===== src/rtl/rff_serial_deser.sv =====
// Serial-to-parallel deserializer with a single held output word and
// valid/ready handshakes on both the serial input and the parallel output.
module rff_serial_deser #(
  parameter int WIDTH     = 8,
  parameter bit MSB_FIRST = 1'b1,
  localparam int CW       = (WIDTH > 1) ? $clog2(WIDTH) : 1
) (
  input  logic             clk_i,
  input  logic             rst_ni,
  input  logic             clr_i,
  input  logic             sin_i,
  input  logic             sin_valid_i,
  output logic             sin_ready_o,
  output logic [WIDTH-1:0] pdata_o,
  output logic             pvalid_o,
  input  logic             pready_i,
  output logic [CW-1:0]    bitcnt_o
);

  typedef enum logic {EMPTY = 1'b0, FULL = 1'b1} state_e;

  state_e             state_q;
  logic [WIDTH-1:0]   shift_q, shift_d;
  logic [WIDTH-1:0]   pdata_q;
  logic [CW-1:0]      cnt_q, cnt_d;
  logic               pvalid_q;
  logic               last, accept, word_done;

  assign last        = (cnt_q == CW'(WIDTH-1));
  // Only the final bit of a word stalls while a previous word is still held.
  assign sin_ready_o = !(pvalid_q && !pready_i && last);
  assign accept      = sin_valid_i && sin_ready_o && !clr_i;
  assign word_done   = accept && last;

  if (MSB_FIRST) begin : g_msb
    assign shift_d = {shift_q[WIDTH-2:0], sin_i};
  end else begin : g_lsb
    assign shift_d = {sin_i, shift_q[WIDTH-1:1]};
  end

  assign cnt_d = last ? '0 : cnt_q + CW'(1);

  always_ff @(posedge clk_i or negedge rst_ni) begin
    if (!rst_ni) begin
      state_q  <= EMPTY;
      shift_q  <= '0;
      cnt_q    <= '0;
      pdata_q  <= '0;
      pvalid_q <= 1'b0;
    end else begin
      if (clr_i) begin
        shift_q <= '0;
        cnt_q   <= '0;
      end else if (accept) begin
        shift_q <= shift_d;
        cnt_q   <= cnt_d;
      end

      case (state_q)
        EMPTY: begin
          if (word_done) begin
            state_q  <= FULL;
            pdata_q  <= shift_d;
            pvalid_q <= 1'b1;
          end
        end
        FULL: begin
          // A completing word replaces the held one in the same cycle it drains.
          if (word_done) begin
            pdata_q <= shift_d;
          end else if (pready_i) begin
            state_q  <= EMPTY;
            pvalid_q <= 1'b0;
          end
        end
        default: begin
          state_q  <= EMPTY;
          pvalid_q <= 1'b0;
        end
      endcase
    end
  end

  assign pdata_o  = pdata_q;
  assign pvalid_o = pvalid_q;
  assign bitcnt_o = cnt_q;

endmodule


===== config.mk =====
export PLATFORM = sky130hd
export DESIGN_NAME = rff_serial_deser
export DESIGN_NICKNAME = d
export VERILOG_FILES = /design/src/rtl/rff_serial_deser.sv
export SDC_FILE = /design/constraint.sdc
export NUM_CORES = 1
export LEC_CHECK = 0
export CAP_MARGIN = 40
export CORE_UTILIZATION = 25
export CTS_CLUSTER_SIZE = 25
export DETAILED_ROUTE_END_ITERATION = 8
export GPL_TIMING_DRIVEN = 1
export SYNTH_ARGS = -nofsm -noshare
export SYNTH_HDL_FRONTEND = slang
export SYNTH_SLANG_ARGS = --single-unit

===== constraint.sdc =====
create_clock -name clk_i -period 4.04 [get_ports clk_i]
set_clock_uncertainty 0.2 [all_clocks]
set_input_delay 0.808 -clock clk_i [delete_from_list [all_inputs] [get_ports clk_i]]
set_output_delay 0.808 -clock clk_i [all_outputs]
set_load 0.005 [all_outputs]

==> impl_metrics.yaml <==
run_status:
  outcome: "completed"
cts:
  cts_resized: 0
  cts.clk_slew.worst_paths_ns: 0.11
  post-cts-setup-buffer-count: 0
  clk_path_buf_depth: 2
  tritoncts_clock_tree: "built"
  cts_buffers: 3
  clockRootBuffer: "sky130_fd_sc_hd__clkbuf_4"
  cts.sink_count: 20
  clkLatencyLatePin_ns: 0.29
  h-tree-depth: 1
  post_cts_hold_buffer_count: 0
sta:
  max_clock_freq_ghz: 0.3363
  final_max_slew_viol_count: 0
  final_hold_viol_count: 0
  transition_at_the_pin_with_the_smallest_max_transition_slack_ns: 0.4977
  report.final.setup_viol: 0
  final_worst_path_period_share_pct: 73.61
  final.hold.worst_slack_ns: 0.2815
  setup_tns_ns: 0
  slew_headroom_pct: 66.71
  period_minus_slack_ns: 2.974
  grt_setup_unrepaired: "no"
  finalWorstSetupSlack_ns: 1.066
global_routing:
  gr-usage-met3_pct: 1.310
  antenna_violations_before_repair: 0
  most_crowded_layer_after_global_routing: "met2"
  pin_count_of_the_biggest_net_entering_global_routing: 13
  grt_pass1_vias: 544
  grt_util_all_layers_pct: 9.471
  global_route_wire_length_before_repair_um: 2463
  grt.met1_usage_pct: 12.85
  global_route.overflow_total: 0
  grtUsageMet2_pct: 14.61
place:
  gpl.final_weighted_congestion: 0.6818
  port_buffers: 18
  detailed_place_hpwl_um: 1055
  dp_worst_setup_slack_ns: 1.051
  placement.cell_area_um2: 1055
flow_run:
  maxCapViolCount: 0
cells_and_area:
  num_antenna_cells: 0
  final_layout_size_suffix_gt1_share_pct: 22.67
  finish.instance_area_um2: 1107
  synth_to_final_area_change_pct: 35.11
  final_net_count: 84
routing:
  initialDrtViolationCount: 2
  firstDrtPassIters: 4
  drt_via_density: 4.269
  ant_nets: 0
  via_count: 508
  drc: 0
  detail_route.wirelength_um: 1467
  route.detailed.wl_per_inst_um: 12.33
power:
  p_int_uw: 316.1
  vdd_drop_max_v: 0.0001824
  netSwitchingFraction_pct: 19.93
  switching_power_uw: 78.68
  comb_power_share_pct: 6.3
  p_clk_share_pct: 41.5
  leakage_power_nw: 0.5441
  power_frac_seq_pct: 52.2
  powerDensity_nw_per_um2: 356.5
yosys:
  mappedNetlistNets: 61
  synth_top_flop_cell: "sky130_fd_sc_hd__dfrtp_1"
  syn-cell-area_um2: 819.5
  ys_async_sr_fraction_pct: 100.0
  synthSimpleGateAreaFrac_pct: 5.344
  post-synth-top-area-fraction_pct: 61.07
  synth-adder-area-share_pct: 3.053
  synth_edf_count: 0
  synth_top_family_by_area: "compound AO/OA/AOI/OAI gates"
  synthMostInstantiatedCell: "sky130_fd_sc_hd__dfrtp_1"
  synth_area_per_cell_um2: 15.46
  yosys.area.top_type: "sky130_fd_sc_hd__dfrtp_1"
  synth_cell_types: 15
  yosys.area_share.xor_xnor_pct: 0
  ys_seq_elements: 20
  synth_top_cells_by_area: "sky130_fd_sc_hd__dfrtp_1, sky130_fd_sc_hd__mux2_2, sky130_fd_sc_hd__a22o_1, sky130_fd_sc_hd__a21oi_4, sky130_fd_sc_hd__ha_1"
  synthTopCellsByCount: "sky130_fd_sc_hd__dfrtp_1, sky130_fd_sc_hd__a22o_1, sky130_fd_sc_hd__mux2_2"
  synth-compound-area-share_pct: 17.25
  synthesis.yosys.warnings: 0
  synth-seq-area-share_pct: 61.07
  share_of_cell_area_taken_by_muxes_after_synthesis_pct: 10.99
  syn_inst: 53
critical_path:
  critPathLaunchType: "input port"
  timing.rr.start: "bitcnt_o[1]$_DFFE_PN0P_"
  crit_arrival_ns: 1.97
  largest_fanout_on_the_critical_path: 3
  critical_path.endpoint: "sin_ready_o"
  criticalPathCategory: "in2out"
  critical_path_launch_point: "pready_i"
  worst_r2r_end: "pdata_o[1]$_DFFE_PN0P_"
  timing.critical_path.to_type: "output pin"
  required_ns: 3.03
  ff2ff_setup_slack_ns: 2.07
  r2r_cells: 5
floorplanning:
  die_x_um: 59.26
  rows: 20
  die_area_um2: 3511
  starting_density_of_the_core_pct: 26.63
  design.portCount: 19
  die_h_um: 59.26
  coreArea_um2: 3078
worst_hold_path:
  worstHoldPathType: "reg2reg"
  hold_path_depth: 1
-- logic make-up after synthesis --
family | after synthesis
flops | 20
fa+ha+maj | 2
mux | 8
buf+inv | 3
compound gates | 15
simple gates | 5
-- routing by layer --
layer	routed length, µm	vias to the layer above
met4	10	0
met1	702	254
met2	695	12
li1	-	240
met3	58	2
met5	0	-
-- worst max-delay path, stage by stage --
cell	delay, ns
sky130_fd_sc_hd__clkdlybuf4s50_1	0.50
sky130_fd_sc_hd__nand3b_4	0.16
sky130_fd_sc_hd__clkdlybuf4s50_1	0.50
-- cell usage in the layout, fill, tap and decap left out, types with 2 or more instances in the layout --
master and instances:
sky130_fd_sc_hd__dfrtp_1 20, sky130_fd_sc_hd__clkdlybuf4s50_1 18, sky130_fd_sc_hd__a22o_1 10, sky130_fd_sc_hd__mux2_2 8, sky130_fd_sc_hd__clkbuf_4 3, sky130_fd_sc_hd__inv_1 2, sky130_fd_sc_hd__a21oi_4 2, sky130_fd_sc_hd__ha_1 2
-- final cells by class --
| class | count | area, µm² |
|---|---|---|
| Clock buffer | 3 | 22.52 |
| Clock inverter | 1 | 30.03 |
| Fill cell | 304 | 1971 |
| Inverter | 2 | 7.507 |
| Multi-Input combinational cell | 30 | 300.3 |
| Sequential cell | 20 | 500.5 |
| Tap cell | 44 | 55.05 |
| Timing Repair Buffer | 19 | 191.4 |
-- worst min-delay path by stage --
stage,to,slack [ns],from
CTS,pvalid_o$_DFFE_PN0P_,0.29,state_q$_DFF_PN0_
floorplan,pvalid_o$_DFFE_PN0P_,0.24,state_q$_DFF_PN0_
detailed placement,pvalid_o$_DFFE_PN0P_,0.27,state_q$_DFF_PN0_
global route,pvalid_o$_DFFE_PN0P_,0.30,state_q$_DFF_PN0_
finish,pvalid_o$_DFFE_PN0P_,0.28,state_q$_DFF_PN0_
global placement,pvalid_o$_DFFE_PN0P_,0.27,state_q$_DFF_PN0_
-- sequential cells by signal, summed over array words and instances (netlist names) --
name / flops
pdata_o: 8
shift_q: 7
bitcnt_o: 3
pvalid_o: 1
state_q: 1
-- per-stage QoR --
stage	instances	util [%]	total power [mW]
final	119	35.98	0.3948
after global routing	119	35.98	0.4071
after CTS	119	35.98	0.3971
after detailed placement	115	34.27	0.2353
after global placement	114	33.90	0.2331
after floorplan	53	-	0.2186
-- power by group through the flow --
| stage | clock [mW] | sequential [mW] | combinational [mW] |
|---|---|---|---|
| CTS | 0.166 | 0.206 | 0.0256 |
| finish | 0.164 | 0.206 | 0.0248 |
| floorplan | 0 | 0.209 | 0.00921 |
| global placement | 0 | 0.210 | 0.0233 |
| global route | 0.173 | 0.207 | 0.0278 |
| detailed placement | 0 | 0.210 | 0.0255 |
(Power assumes the default switching activity.)
